===== config.mk =====
export PLATFORM = sky130hd
export DESIGN_NAME = counter_sched
export DESIGN_NICKNAME = d
export VERILOG_FILES = /design/src/rtl/counter_sched.sv
export SDC_FILE = /design/constraint.sdc
export NUM_CORES = 1
export LEC_CHECK = 0
export BUFFER_PORTS_ARGS = -buffer_cell sky130_fd_sc_hd__buf_2
export CAP_MARGIN = 30
export CORE_ASPECT_RATIO = 0.75
export CORE_UTILIZATION = 45
export CTS_CLUSTER_SIZE = 12
export DETAILED_ROUTE_END_ITERATION = 8
export MAX_ROUTING_LAYER = met4
export PLACE_DENSITY = 0.71
export SYNTH_ARGS = -nofsm -noshare
export SYNTH_HDL_FRONTEND = slang
export SYNTH_SLANG_ARGS = --single-unit

===== constraint.sdc =====
create_clock -name clk -period 3.8 [get_ports clk]
set_input_delay 0 -clock clk [delete_from_list [all_inputs] [get_ports clk]]
set_output_delay 0 -clock clk [all_outputs]
set_load 0.02 [all_outputs]

===== src/rtl/counter_sched.sv =====
`default_nettype none
// ============================================================================
// Module      : counter_sched
// Description : Round-robin scheduler that lends one interval counter to
//               NUM_REQ requesters. The winner's delay is counted out, then a
//               one-cycle done pulse is returned to that requester.
// Revision    : 1.0 - initial release
// ============================================================================
module counter_sched #(
  parameter int NUM_REQ           = 4,
  parameter int COUNTER_BIT_WIDTH = 16
) (
  input  logic                                 clk,
  input  logic                                 rst_n,
  input  logic [NUM_REQ-1:0]                   req_valid,
  input  logic [NUM_REQ*COUNTER_BIT_WIDTH-1:0] req_cycles,
  output logic [NUM_REQ-1:0]                   req_ready,
  output logic [NUM_REQ-1:0]                   done,
  output logic                                 busy,
  output logic [$clog2(NUM_REQ)-1:0]           grant_id,
  output logic [COUNTER_BIT_WIDTH-1:0]         count_value
);

  localparam int IDW = $clog2(NUM_REQ);
  localparam int W   = COUNTER_BIT_WIDTH;

  localparam logic [1:0] S_IDLE  = 2'd0;
  localparam logic [1:0] S_COUNT = 2'd1;
  localparam logic [1:0] S_DONE  = 2'd2;

  logic [1:0]         state_q, state_d;
  logic [W-1:0]       target_q, target_d;
  logic [W-1:0]       count_q, count_d;
  logic [IDW-1:0]     grant_id_q, grant_id_d;
  logic [IDW-1:0]     ptr_q, ptr_d;
  logic [NUM_REQ-1:0] done_q, done_d;
  logic               busy_q, busy_d;

  logic               win_found;
  logic [IDW-1:0]     win_idx;
  logic [IDW:0]       scan_idx;
  logic [W-1:0]       win_cycles;

  // Round-robin pick in IDLE: first valid requester at or after the pointer.
  // Nothing is offered while reset is held so no handshake can slip through.
  always_comb begin
    win_found = 1'b0;
    win_idx   = '0;
    scan_idx  = '0;
    req_ready = '0;
    if (state_q == S_IDLE && rst_n) begin
      for (int k = 0; k < NUM_REQ; k++) begin
        scan_idx = {1'b0, ptr_q} + (IDW+1)'(k);
        if (scan_idx >= (IDW+1)'(NUM_REQ)) begin
          scan_idx = scan_idx - (IDW+1)'(NUM_REQ);
        end
        if (!win_found && req_valid[scan_idx[IDW-1:0]]) begin
          win_found = 1'b1;
          win_idx   = scan_idx[IDW-1:0];
        end
      end
      req_ready[win_idx] = win_found;
    end
  end

  // Next-state logic: latch the grant, count to target-1, then pulse done.
  always_comb begin
    state_d    = state_q;
    target_d   = target_q;
    count_d    = count_q;
    grant_id_d = grant_id_q;
    ptr_d      = ptr_q;
    win_cycles = req_cycles[int'(win_idx)*W +: W];
    case (state_q)
      S_IDLE: begin
        if (win_found) begin
          // A zero-cycle request is stretched to one so done is never skipped.
          target_d   = (win_cycles == '0) ? W'(1) : win_cycles;
          grant_id_d = win_idx;
          ptr_d      = (win_idx == IDW'(NUM_REQ-1)) ? '0 : win_idx + IDW'(1);
          count_d    = '0;
          state_d    = S_COUNT;
        end
      end
      S_COUNT: begin
        // Holding at target-1 keeps the counter from ever wrapping.
        if (count_q == target_q - W'(1)) begin
          state_d = S_DONE;
        end else begin
          count_d = count_q + W'(1);
        end
      end
      S_DONE: begin
        state_d = S_IDLE;
        count_d = '0;
      end
      default: begin
        state_d = S_IDLE;
        count_d = '0;
      end
    endcase
    busy_d = (state_d != S_IDLE);
    done_d = '0;
    if (state_d == S_DONE) begin
      done_d[grant_id_d] = 1'b1;
    end
  end

  // State and registered outputs; async reset drops any interval in flight.
  always_ff @(posedge clk or negedge rst_n) begin
    if (!rst_n) begin
      state_q    <= S_IDLE;
      target_q   <= '0;
      count_q    <= '0;
      grant_id_q <= '0;
      ptr_q      <= '0;
      done_q     <= '0;
      busy_q     <= 1'b0;
    end else begin
      state_q    <= state_d;
      target_q   <= target_d;
      count_q    <= count_d;
      grant_id_q <= grant_id_d;
      ptr_q      <= ptr_d;
      done_q     <= done_d;
      busy_q     <= busy_d;
    end
  end

  assign done        = done_q;
  assign busy        = busy_q;
  assign grant_id    = grant_id_q;
  assign count_value = count_q;

endmodule
`default_nettype wire


# Word-level counts from Yosys, hierarchy flattened
# Cells that the tools add are included.
[word_totals]
latchBits = 0
output_inout_bits = 27
romBits = 0
wordCells = 98
n_memories = 0
ramBits = 0
inputBits = 70
regBits = 43
[op_classes]
n_reduce_logical = 14
mux = 47
add_sub_neg = 10
n_eq_ne = 6
n_mul = 0
shift = 1
bitwise_logic = 1
div_mod_pow = 0
n_lt_le_gt_ge = 12
[ops]
columns = ["op", "n"]
rows = [
  ["$shiftx A64 B7 Y16", 1],
  ["$mux W16", 3],
  ["$mux W2", 19],
  ["$pmux W16 S2", 1],
  ["$lt A2 B3 Y1 const B", 6],
  ["$add A16 B1 Y16 const B", 1],
  ["$eq A16 B16 Y1", 1],
  ["$logic_not A16 Y1", 1],
  ["$sub A16 B1 Y16 const B", 1],
  ["$mux W1", 15],
  ["$ge A3 B3 Y1 const B", 3],
  ["$bmux W1 S2", 4],
  ["$mux W4", 2],
  ["$sub A2 B1 Y2 const B", 4],
  ["$add A2 B2 Y3 const B", 2],
  ["$logic_and A1 B1 Y1", 6],
  ["$and A4 B4 Y4", 1],
  ["$demux W1 S2", 2],
  ["$eq A2 B2 Y1 const B", 2],
  ["$ge A2 B1 Y1 const B", 2],
  ["$ne A2 B2 Y1 const B", 2],
  ["$pmux W2 S2", 1],
  ["$reduce_and A2 Y1", 2],
  ["$add A2 B1 Y3 const B", 1],
  ["other kinds (6)", 8],
]

# Logic depth before layout (Yosys ltp)
# Gate-level depths: netlist of run 1.
[depth]
depth_word = 27
mapped_depth = 13
depth_no_buf = 10

# Worst setup path before layout of run 1
# No wires, ideal clock.
[synth_path]
kind = "reg-to-reg"
start = "register target_q[3]"
end = "register count_q[5], in the netlist count_value[5]"
n_path_buf = 2
t_required_ns = 3.668
t_arrival_ns = 2.680
path_slack_ns = 0.988
stages_incl_launch_ff = 11
period_less_slack_ns = 2.812
setup_time_ns = 0.132
path_cell_list = "dfrtp_1 > buf_6 > or4_4 > or3_1 > a21boi_2 > o2111ai_1 > or4_4 > buf_6 > o211ai_2 > xor2_1 > nor2_1"
[synth_via]
elab_chain_len = 4
[synth_lines]
columns = ["element", "line", "rtl"]
rows = [
  ["from (decl)", "32", "logic [W-1:0] target_q, target_d;"],
  ["from (signal assigned)", "121", "target_q <= target_d;"],
  ["$sub A16 B1 Y16", "87", "if (count_q == target_q - W'(1)) begin"],
  ["$eq A16 B16 Y1", "87", ""],
  ["$ne A2 B2 Y1 (no source line)", "n/a", ""],
  ["$reduce_and A2 Y1 (no source line)", "n/a", ""],
  ["to (signal assigned)", "122", "count_q <= count_d;"],
  ["to (decl)", "33", "logic [W-1:0] count_q, count_d;"],
]
# Every way passes these cells.
# A chain may end at the register's enable or synchronous reset.

# Final worst setup path of run 1
[layout_path]
start = "register state_q[1]"
end = "register target_q[0]"
[layout_via]
elab_chain_len = 6
word_cells_on_any_way = 8
cone_classes = "shift: 1; mux: 3; reduce/logical: 4"
[layout_lines]
columns = ["element", "line", "rtl"]
rows = [
  ["from (decl)", "31", "logic [1:0] state_q, state_d;"],
  ["from (signal assigned)", "120", "state_q <= state_d;"],
  ["$logic_not A2 Y1 (*)", "51, 74", ""],
  ["$logic_and A1 B1 Y1", "51", "if (state_q == S_IDLE && rst_n) begin"],
  ["$mux W2", "51", ""],
  ["$shiftx A64 B7 Y16", "73", "win_cycles = req_cycles[int'(win_idx)*W +: W];"],
  ["$logic_not A16 Y1", "78", "target_d = (win_cycles == '0) ? W'(1) : win_cycles;"],
  ["$mux W16", "78", ""],
]
# Every way passes the cells marked *; elsewhere a longest branch is shown, timed or not.

==> metrics.md, run 1 <==
| Metric | Value |
|---|---|
| Status | finished, final reports clean |
| Fmax | 0.297 GHz |
| Global route hottest layer | met2 |
| Hold Vio Cnt, Final | 0 |
| Count of non-filler cells in the finished layout | 591 |
| Critical Path Source | state_q[1]$_DFF_PN0_ |
| Met3 global-route usage | 3.67% |
| Drt pass-1 iters | 5 |
| Die Y | 75.5 um |
| H-tree depth | 2 |
| Via/cell ratio | 5.72 |
| Syn-to-layout area delta | 19.9% |
| Skew-Pair Late Insertion Delay | 0.30 ns |
| Tmin final | 3.37 ns |
| Core box area | 6900 sq um |
| Inserted Diodes | 0 |
| Most frequent cells in the layout | buf_2, nand2_1, dfrtp_1, a21oi_1, nor2_1 |
| Initial core utilization | 47.0% |
| Placed instance count | 582 |
| Peak VDD IR | 0.292 mV |
| Wire length per cell | 14.9 um |
| Type of origin of the critical path | flip-flop |
| Site Rows | 26 |
| RSZ-0062 raised after global routing | false |
| P_leak | 0.00184 uW |
| MaxCap Viol Count | 0 |
| Nets | 565 |
| Yosys warnings | 0 |
| Most common cell after layout, fill and taps aside | buf_2 |
| Reg2reg start | state_q[1]$_DFF_PN0_ |
| Max-slew violation count | 0 |
| Min-delay worst type | primary input to flip-flop |
| Vias in the first global route | 3,223 |
| PwrDens | 615 nW/um^2 |
| Skew final | 0.0109 ns |
| Sum Neg Setup Slack | 0 ns |
| Initial antenna violation count | 0 |
| Synth Cell Area | 3240 sq um |
| Worst-Margin Slew | 0.820 ns |
| Overall routing resource usage | 25.9% |
| Final WL | 8.79 mm |
| Grt ovf | 0 |
| GR Util met1 | 34.5% |
| Main synth FF type | dfrtp_1 |
| Io pins | 97 |
| Via total after detailed routing | 3,383 |
| IO buf count | 96 |
| Fillers | 663 |
| Post-Syn Nets | 482 |
| Residual DRC | 0 |
| CP required | 4.02 ns |
| Asr flop ratio synth | 100% |
| Final setup viols | 0 |
| Period utilization | 88.7% |
| First-pass GRT wire length | 15.0 mm |
| Cts bufs inserted | 5 |
| Largest net degree at the start of global routing | 44 |
| Post-CTS sizing | 0 |
| Setup crit end kind | flip-flop |
| Critical path arrival | 3.59 ns |
| Clock transition at path regs | 0.08 ns |
| Die W | 100 um |
| Clk root buf | clkbuf_8 |
| DR iter-0 viols | 233 |
| Max FO, Critical Path | 34 |
| Antenna viol nets, final | 0 |
| Share of post-route cells with drive strength above 1 | 25.8% |
| EDFF count, synth | 0 |
| Seq cells post-synth | 43 |
| Clk sinks | 43 |
| Hold path start | req_cycles[6] |
| Gate Count Post-Synth | 409 |
| Die footprint | 7540 sq um |
| Met2 GRT Util | 42.8% |
| CTS tree | done |
| DP HPWL | 6.72 mm |
| Relative slew slack | 45.1% |
| Sequential fraction of the synthesis area | 33.2% |
| Synth unique cells | 62 |
| CP Class | flip-flop to flip-flop |
| CTS Buffer Depth | 2 |
| Synthesized area per cell | 7.92 sq um |
| Final estimated routing congestion in global placement | 0.911 |
| Post-CTS Setup Bufs | 0 |
[per-layer routing]
layer	part of all wire (%)	wire [um]	vias up
met3	6.6	576	7
met4	0.53	47	0
met1	46	4040	1614
li1	-	-	1648
met2	47	4120	114
met5	0	0	-
[final cells by class]
cell class	instances	area [sq um]	area share [%]
Clock inverter	2	35.0	0.903
Multi-Input combinational cell	330	2000	51.4
Timing Repair Buffer	103	536	13.8
Inverter	9	33.8	0.870
Clock buffer	6	82.6	2.13
Sequential cell	43	1080	27.7
Tap cell	98	123	3.16
[path summary, 6_finish.rpt]
path / endpoint / slack (ns) / depth (start not counted)
setup reg to reg: target_q[0]$_DFFE_PN0P_ / 0.43 / 9
min in group asynchronous: target_q[4]$_DFFE_PN0P_ / 0.39 / 3
max in group asynchronous: done[3]$_DFF_PN0_ / 3.02 / 3
hold / removal: target_q[6]$_DFFE_PN0P_ / 0.05 / 5
hold reg to reg: target_q[15]$_DFFE_PN0P_ / 0.52 / 2
setup / recovery: target_q[0]$_DFFE_PN0P_ / 0.43 / 9
[cells by family (layout without fill, tap and decap cells)]
family                   Yosys count  count (layout)  synth area share [%]
buffers and inverters             36             120                  5.14
XOR/XNOR                          21              21                  5.68
adder cells (fa/ha/maj)            3               3                  1.16
multiplexers                       5               5                  1.62
AO/OA/AOI/OAI                    100             100                  21.2
flip-flops                        43              43                  33.2
AND/OR/NAND/NOR                  201             201                  32.0
[where the power goes]
| part | total (uW) | internal, uW | switching, uW |
|---|---|---|---|
| sequential | 877 | 611 | 266 |
| clock | 372 | 213 | 159 |
| combinational | 1140 | 489 | 647 |
[synth_stat cells (8+ instances only)]
cell       n  area share (%)
nor2_1    23             2.7
or4_1     11             2.6
nand2_1   95              11
dfrtp_1   43              33
o21ai_0   11             1.7
inv_1      8            0.93
xor2_1    12             3.2
a32oi_1    8             2.2
a32o_1     8             2.5
nand4_1    8             1.5
clkbuf_1  16             1.9
xnor2_1    9             2.4
a21oi_1   34             5.3
[through the flow]
| step | setup slack, ns | power (uW) | hold slack, ns | util (%) | instance area, sq um |
|---|---|---|---|---|---|
| 5_1_grt | 0.181 | 2590 | 0.0667 | 56.3 | 3880 |
| 3_5_place_dp | 0.503 | 2010 | 0.192 | 54.4 | 3750 |
| 6_report | 0.430 | 2390 | 0.0468 | 56.3 | 3880 |
| 3_3_place_gp | 0.615 | 1980 | 0.181 | 54.4 | 3750 |
| 4_1_cts | 0.481 | 2380 | 0.0459 | 56.3 | 3880 |
| 2_1_floorplan | 0.988 | 1690 | -0.296 | - | 3240 |
[repair_timing]
action | 4_1_cts | 5_1_grt
hold buffers | 1 | 0
setup endpoints to repair | 0 | 0
hold endpoints to repair | 43 | 0
[registers in the layout (all words and copies together) (netlist names)]
register	cells
ptr_q	2
grant_id	2
busy	1
state_q	2
target_q	16
done	4
count_value	16
[critical path: stages (launching register included)]
cell       delay [ns]
dfrtp_1          0.62
nor3b_1          0.18
o211ai_1         0.12
or3_1            0.55
inv_2            0.42
a21oi_1          0.25
a32oi_1          0.09
or4_1            0.61
nor4_1           0.25
a2bb2oi_1        0.18
No activity file was read; power rests on OpenSTA's default activity.
==> inputs of run 2 (changes only) <==
Settings changed: CTS_BUF_LIST from default to sky130_fd_sc_hd__clkbuf_16.
==> metrics.md, run 2 (synthesis gave the netlist of run 1 again) <==
| Metric | Value |
|---|---|
| Wire length per cell | 14.9 um (about the same) |
| Clk sinks | 43 (unchanged) |
| Setup crit end kind | flip-flop (unchanged) |
| Via total after detailed routing | 3,418 (was 3,383) |
| DP HPWL | 6.72 mm (unchanged) |
| MaxCap Viol Count | 0 (unchanged) |
| DP Area | 3750 sq um (unchanged) |
| Final setup viols | 0 (unchanged) |
| Worst path buffer plus inverter count | 1 (unchanged) |
| Hold path start | req_cycles[6] (unchanged) |
| Clock transition at path regs | 0.06 ns (was 0.08 ns) |
| Worst setup margin | 0.444 ns (was 0.430 ns) |
| Syn-to-layout area delta | 21.3% (was 19.9%) |
| Tmin final | 3.36 ns (was 3.37 ns) |
| Skew final | 0.00751 ns (was 0.0109 ns) |
| Worst-Margin Slew | 0.807 ns (was 0.820 ns) |
| Critical path's top delay family | simple AND/OR/NAND/NOR gates (unchanged) |
| IO buf count | 96 (unchanged) |
| Status | finished, final reports clean (unchanged) |
| First-pass GRT wire length | 15.0 mm (about the same) |
| Slowest CP cell | dfrtp_1 (unchanged) |
| Drt pass-1 iters | 5 (unchanged) |
| Final WL | 8.82 mm (was 8.79 mm) |
| Cell area after layout | 3930 sq um (was 3880 sq um) |
| DR iter-0 viols | 237 (was 233) |
| CP Depth | 9 (unchanged) |
| Max FO, Critical Path | 34 (unchanged) |
| Residual DRC | 0 (unchanged) |
| Pwr Total | 2500 uW (was 2390 uW) |
| Die W | 100 um (unchanged) |
| Cells on worst reg2reg path | 9 (unchanged) |
| Flop-to-flop setup slack | 0.44 ns (was 0.43 ns) |
| Placed instance count | 582 (unchanged) |
| Relative slew slack | 46.0% (was 45.1%) |
| CTS Buffer Depth | 2 (unchanged) |
| Fillers | 655 (was 663) |
| Die footprint | 7540 sq um (unchanged) |
| Hold Vio Cnt, Final | 0 (unchanged) |
| Initial antenna violation count | 0 (unchanged) |
| Hold depth | 5 (unchanged) |
| Largest net degree at the start of global routing | 44 (unchanged) |
| CP cell instances | nor3b_1 > o211ai_1 > or3_1 > inv_2 > a21oi_1 > a32oi_1 > or4_1 > nor4_1 > a2bb2oi_1 (unchanged) |
| Fmax | 0.298 GHz (was 0.297 GHz) |
| H-tree depth | 2 (unchanged) |
| Pre-CTS WS | 0.503 ns (unchanged) |
| Inserted Diodes | 0 (unchanged) |
| Count of non-filler cells in the finished layout | 591 (unchanged) |
| Reg2reg start | state_q[1]$_DFF_PN0_ (unchanged) |
| Min-delay worst type | primary input to flip-flop (unchanged) |
| Hold_buf cts | 1 (unchanged) |
| Skew-Pair Late Insertion Delay | 0.29 ns (was 0.30 ns) |
| Cts bufs inserted | 5 (unchanged) |
| Share of post-route cells with drive strength above 1 | 25.6% (was 25.8%) |
| Type of origin of the critical path | flip-flop (unchanged) |
| Overall routing resource usage | 26.2% (was 25.9%) |
| Antenna viol nets, final | 0 (unchanged) |
| CP Class | flip-flop to flip-flop (unchanged) |
| Most common cell after layout, fill and taps aside | buf_2 (unchanged) |
| Hold Path End | target_q[6]$_DFFE_PN0P_ (unchanged) |
| Io pins | 97 (unchanged) |
| Period utilization | 88.3% (was 88.7%) |
| Post-CTS Setup Bufs | 0 (unchanged) |
| Post-CTS sizing | 0 (unchanged) |
| Vias in the first global route | 3,198 (was 3,223) |
| Die Y | 75.5 um (unchanged) |
| Initial core utilization | 47.0% (unchanged) |
| CP required | 4.01 ns (was 4.02 ns) |
| Crit-path max cell delay | 0.61 ns (was 0.62 ns) |
| Clk root buf | clkbuf_16 (was clkbuf_8) |
| Nets | 565 (unchanged) |
| Peak VDD IR | 0.333 mV (was 0.292 mV) |
| Worst r2r dst | target_q[0]$_DFFE_PN0P_ (unchanged) |
| Core box area | 6900 sq um (unchanged) |
| Via/cell ratio | 5.78 (was 5.72) |
| Most frequent cells in the layout | buf_2, nand2_1, dfrtp_1, a21oi_1, nor2_1 (unchanged) |
| P_leak | 0.00186 uW (was 0.00184 uW) |
| RSZ-0062 raised after global routing | false (unchanged) |
| Max-slew violation count | 0 (unchanged) |
| PwrDens | 638 nW/um^2 (was 615 nW/um^2) |
| Site Rows | 26 (unchanged) |
| Grt ovf | 0 (unchanged) |
| Critical path arrival | 3.57 ns (was 3.59 ns) |
| CTS tree | done (unchanged) |
| Final estimated routing congestion in global placement | 0.911 (unchanged) |
| Sum Neg Setup Slack | 0 ns (unchanged) |
-- run 2: cell types whose count changed in the layout (fill, tap and decap cells not counted), sizes merged --
cell | previous run | this run
clkbuf | 6 | 5
clkinv | 1 | 2
-- run 2: metrics by stage --
stage	hold WS [ns]	utilization [%]
finish	0.0603	56.9
global route	0.0866	56.9
global placement	0.181	54.4
CTS	0.0617	56.9
floorplan	-0.296	-
detailed placement	0.192	54.4
-- run 2: area by class of cell --
class,instances,area (sq um),share of cell area [%]
Tap cell,98,123,3.12
Clock buffer,5,125,3.19
Sequential cell,43,1080,27.4
Inverter,9,33.8,0.860
Multi-Input combinational cell,330,2000,50.8
Clock inverter,3,38.8,0.988
Timing Repair Buffer,103,536,13.6
-- run 2: tightest hold or removal path: stages --
cell,delay [ns]
buf_2,0.09
nand2_1,0.05
a32oi_1,0.05
nand2_1,0.07
nand2_1,0.04
-- run 2: how the worst max path moves through the flow --
| stage | end | slack [ns] | from |
|---|---|---|---|
| 6_report | target_q[0]$_DFFE_PN0P_ | 0.44 | state_q[1]$_DFF_PN0_ |
| 5_1_grt | target_q[0]$_DFFE_PN0P_ | 0.19 | state_q[1]$_DFF_PN0_ |
| 4_1_cts | target_q[0]$_DFFE_PN0P_ | 0.49 | state_q[1]$_DFF_PN0_ |
| 3_5_place_dp | target_q[0]$_DFFE_PN0P_ | 0.50 | state_q[1]$_DFF_PN0_ |
| 3_3_place_gp | target_q[0]$_DFFE_PN0P_ | 0.62 | state_q[1]$_DFF_PN0_ |
| 2_1_floorplan | count_value[5]$_DFFE_PN0P_ | 0.99 | target_q[3]$_DFFE_PN0P_ |
-- run 2: power by group --
part | switching [uW] | internal, uW
Clock | 177 | 307
Sequential | 270 | 612
Combinational | 651 | 489
Total | 1100 | 1410
-- run 2: layer usage --
metal | vias up | track usage, % | share of wire [%]
met4 | 0 | 5.88 | 0.96
met2 | 128 | 42.9 | 46
met1 | 1627 | 34.8 | 47
li1 | 1651 | - | -
met5 | - | - | 0
met3 | 12 | 3.76 | 5.6
==> inputs of run 3 (changes only) <==
Settings changed: ABC_AREA from default to 1, PLACE_DENSITY 0.71 to 0.7.
Clock period 3.8 ns to 3.6 ns, I/O delays scaled along.
==> metrics.md, run 3 <==
| Metric | Value |
|---|---|
| Nets | 740 (was 565) |
| EDFF count, synth | 0 (unchanged) |
| MaxCap Viol Count | 0 (unchanged) |
| Peak VDD IR | 0.145 mV (was 0.333 mV) |
| Post-CTS sizing | 0 (unchanged) |
| Crit-path max cell delay | 0.56 ns (was 0.61 ns) |
| Skew final | 0.00336 ns (was 0.00751 ns) |
| Cts bufs inserted | 5 (unchanged) |
| First-pass GRT wire length | 15.2 mm (was 15.0 mm) |
| Cell taking the most area after synthesis | dfrtp_1 (unchanged) |
| DR iter-0 viols | 199 (was 237) |
| Worst-Margin Slew | 0.699 ns (was 0.807 ns) |
| Main combinational cell family by area after synthesis | simple AND/OR/NAND/NOR gates (unchanged) |
| Count leader, synth | nand2_1 (unchanged) |
| Tmin final | 2.82 ns (was 3.36 ns) |
| Hold Vio Cnt, Final | 0 (unchanged) |
| Via/cell ratio | 4.85 (was 5.78) |
| Die W | 105 um (was 100 um) |
| Overall routing resource usage | 23.1% (was 26.2%) |
| Post-Syn Nets | 655 (was 482) |
| Synth top area cells | dfrtp_1, nand2_1, inv_1 (was dfrtp_1, nand2_1, a21oi_1) |
| Clk sinks | 43 (unchanged) |
| Io pins | 97 (unchanged) |
| Hold_buf cts | 1 (unchanged) |
| Synth unique cells | 33 (was 62) |
| Crit-path most repeated cell | nand2_1 |
| WHS | 0.129 ns (was 0.0603 ns) |
| Compound-Gate Fraction of Synth Area | 4.27% (was 21.2%) |
| H-tree depth | 2 (unchanged) |
| Type of origin of the critical path | flip-flop (unchanged) |
| Die Y | 79.5 um (was 75.5 um) |
| Most frequent cells in the layout | nand2_1, buf_2, inv_1, nand3_1, nor2_1 (was buf_2, nand2_1, dfrtp_1, a21oi_1, nor2_1) |
| Yosys warnings | 0 (unchanged) |
| Grt ovf | 0 (unchanged) |
| Final setup viols | 0 (unchanged) |
| Gate Count Post-Synth | 582 (was 409) |
| CP required | 3.81 ns (was 4.01 ns) |
| Min-delay worst type | primary input to flip-flop (unchanged) |
| PwrDens | 240 nW/um^2 (was 638 nW/um^2) |
| Skew-Pair Late Insertion Delay | 0.28 ns (was 0.29 ns) |
| Setup crit end kind | flip-flop (unchanged) |
| Core box area | 7530 sq um (was 6900 sq um) |
| CTS Buffer Depth | 2 (unchanged) |
| CTS tree | done (unchanged) |
| Slowest CP cell | dfrtp_1 (unchanged) |
| Die footprint | 8380 sq um (was 7540 sq um) |
| Status | finished, final reports clean (unchanged) |
| Wire length per cell | 11.6 um (was 14.9 um) |
| Clock transition at path regs | 0.06 ns (about the same) |
| Fmax | 0.354 GHz (was 0.298 GHz) |
| Post-Synth XOR/XNOR Area | 8.74% (was 5.68%) |
| Initial core utilization | 47.9% (was 47.0%) |
| Antenna viol nets, final | 0 (unchanged) |
| Main synth FF type | dfrtp_1 (unchanged) |
| Via total after detailed routing | 3,728 (was 3,418) |
| Relative slew slack | 53.3% (was 46.0%) |
| Largest net degree at the start of global routing | 44 (unchanged) |
| Max FO, Critical Path | 32 (was 34) |
| Sum Neg Setup Slack | 0 ns (unchanged) |
| IO buf count | 96 (unchanged) |
| P_leak | 0.00255 uW (was 0.00186 uW) |
| Residual DRC | 0 (unchanged) |
| Max-slew violation count | 0 (unchanged) |
| Vias in the first global route | 3,540 (was 3,198) |
| Clk root buf | clkbuf_16 (unchanged) |
| Multi-input logic area | 2030 sq um (was 2000 sq um) |
| Synth Cell Area | 3610 sq um (was 3240 sq um) |
| DP HPWL | 6.91 mm (was 6.72 mm) |
| Most common cell after layout, fill and taps aside | nand2_1 (was buf_2) |
| Synth Area in Adders | 1.04% (was 1.16%) |
| Sequential fraction of the synthesis area | 29.8% (was 33.2%) |
| Initial antenna violation count | 0 (unchanged) |
| Share of post-route cells with drive strength above 1 | 18.6% (was 25.6%) |
| Fillers | 757 (was 655) |
| Synthesized area per cell | 6.20 sq um (was 7.92 sq um) |
| Seq cells post-synth | 43 (unchanged) |
| Critical path arrival | 3.04 ns (was 3.57 ns) |
| Final estimated routing congestion in global placement | 0.879 (was 0.911) |
| Share of the synthesized area in the top cell type | 29.8% (was 33.2%) |
| Post-CTS Setup Bufs | 0 (unchanged) |
| Drt pass-1 iters | 4 (was 5) |
| Inserted Diodes | 0 (unchanged) |
| Sequential cell area | 1080 sq um (unchanged) |
| Top post-synthesis cells by count | nand2_1, inv_1, nand3_1, nor2_1, dfrtp_1 (was nand2_1, dfrtp_1, a21oi_1, nor2_1, clkbuf_1) |
| Final WL | 8.91 mm (was 8.82 mm) |
| CP cell instances | inv_4 > nand2_2 > nand2_2 > nand2_2 > nand2_1 > nor2_4 > nand3_2 > nand2_4 > inv_2 > nand2_4 > nand2_1 > nand3_1 > nand2_1 > nor2_1 > nand2_1 > nor2_1 > nand2_1 > a21oi_2 (was nor3b_1 > o211ai_1 > or3_1 > inv_2 > a21oi_1 > a32oi_1 > or4_1 > nor4_1 > a2bb2oi_1) |
| Period utilization | 78.4% (was 88.3%) |
| CP Class | flip-flop to flip-flop (unchanged) |
| Asr flop ratio synth | 100% (unchanged) |
| Simple-gate portion of the synthesized area | 42.2% (was 32.0%) |
| Mux cell area share after synthesis | 0% (was 1.62%) |
| Site Rows | 27 (was 26) |
| RSZ-0062 raised after global routing | false (unchanged) |
| Syn-to-layout area delta | 17.2% (was 21.3%) |
## run 3: cell types whose count changed in the layout (fill, tap and decap cells not counted), sizes merged, moves of 7 or more
cell	before	now
inv	9	97
xor2	12	27
o211ai	7	0
nand2	95	235
a21oi	34	4
a32oi	8	0
nand3	7	51
and3	7	0
nor2	24	46
a32o	8	0
or4	13	0
## run 3: metrics by stage
step / total power [uW] / utilization, % / area (sq um) / setup slack [ns] / instances
global route: 1050 / 56.1 / 4230 / 0.403 / 769
detailed placement: 594 / 54.1 / 4080 / 0.782 / 760
finish: 1010 / 56.1 / 4230 / 0.776 / 769
global placement: 592 / 54.1 / 4080 / 0.826 / 760
floorplan: 539 / - / 3610 / 1.34 / 582
CTS: 1020 / 56.1 / 4230 / 0.769 / 769
## run 3: per-layer routing
metal	global-route usage [%]	share of wire, %	up-vias
li1	-	-	1937
met1	29.6	49	1668
met2	39.1	46	110
met3	3.67	4.6	13
met4	4.65	1.1	0
met5	-	0	-
## run 3: critical path: cells and delay by family (launching register included)
kind,cells,cell delay (ns)
flops,1,0.56
simple gates,15,1.73
compound gates,1,0.11
buf+inv,2,0.34
## run 3: kinds of logic (layout without fill, tap and decap cells)
group                      Yosys count  after routing
buffers and inverters              115            201
and+or+nand+nor                    357            357
adders and majority gates            3              3
xor gates and xnor gates            36             36
AOI/OAI and AO/OA                   28             28
DFF                                 43             43
## run 3: final timing paths
check                      slack (ns)  cells after the start                      from                           to
max reg2reg                      0.78                     18      ptr_q[0]$_DFFE_PN0P_      target_q[0]$_DFFE_PN0P_
min reg2reg                      0.53                      2  target_q[14]$_DFFE_PN0P_     target_q[14]$_DFFE_PN0P_
max                              0.78                     18      ptr_q[0]$_DFFE_PN0P_      target_q[0]$_DFFE_PN0P_
min in group asynchronous        0.36                      3                     rst_n            done[3]$_DFF_PN0_
min                              0.13                      7            req_cycles[38]      target_q[6]$_DFFE_PN0P_
max in group asynchronous        2.88                      3                     rst_n  count_value[11]$_DFFE_PN0P_
## run 3: cell type report
type / instances / share of cell area [%]
inverters: 95 / 8.50
well taps: 101 / 2.99
multi-input cells: 424 / 48.0
clock buffers: 5 / 2.96
clock inverters: 3 / 0.296
repair buffers: 98 / 11.8
flip-flops and latches: 43 / 25.5
## run 3: report_power, final
group | total, uW | internal, uW | switching, uW
logic | 101 | 47.4 | 54.0
registers | 483 | 483 | 0
clock network | 427 | 251 | 177
total | 1010 | 781 | 231
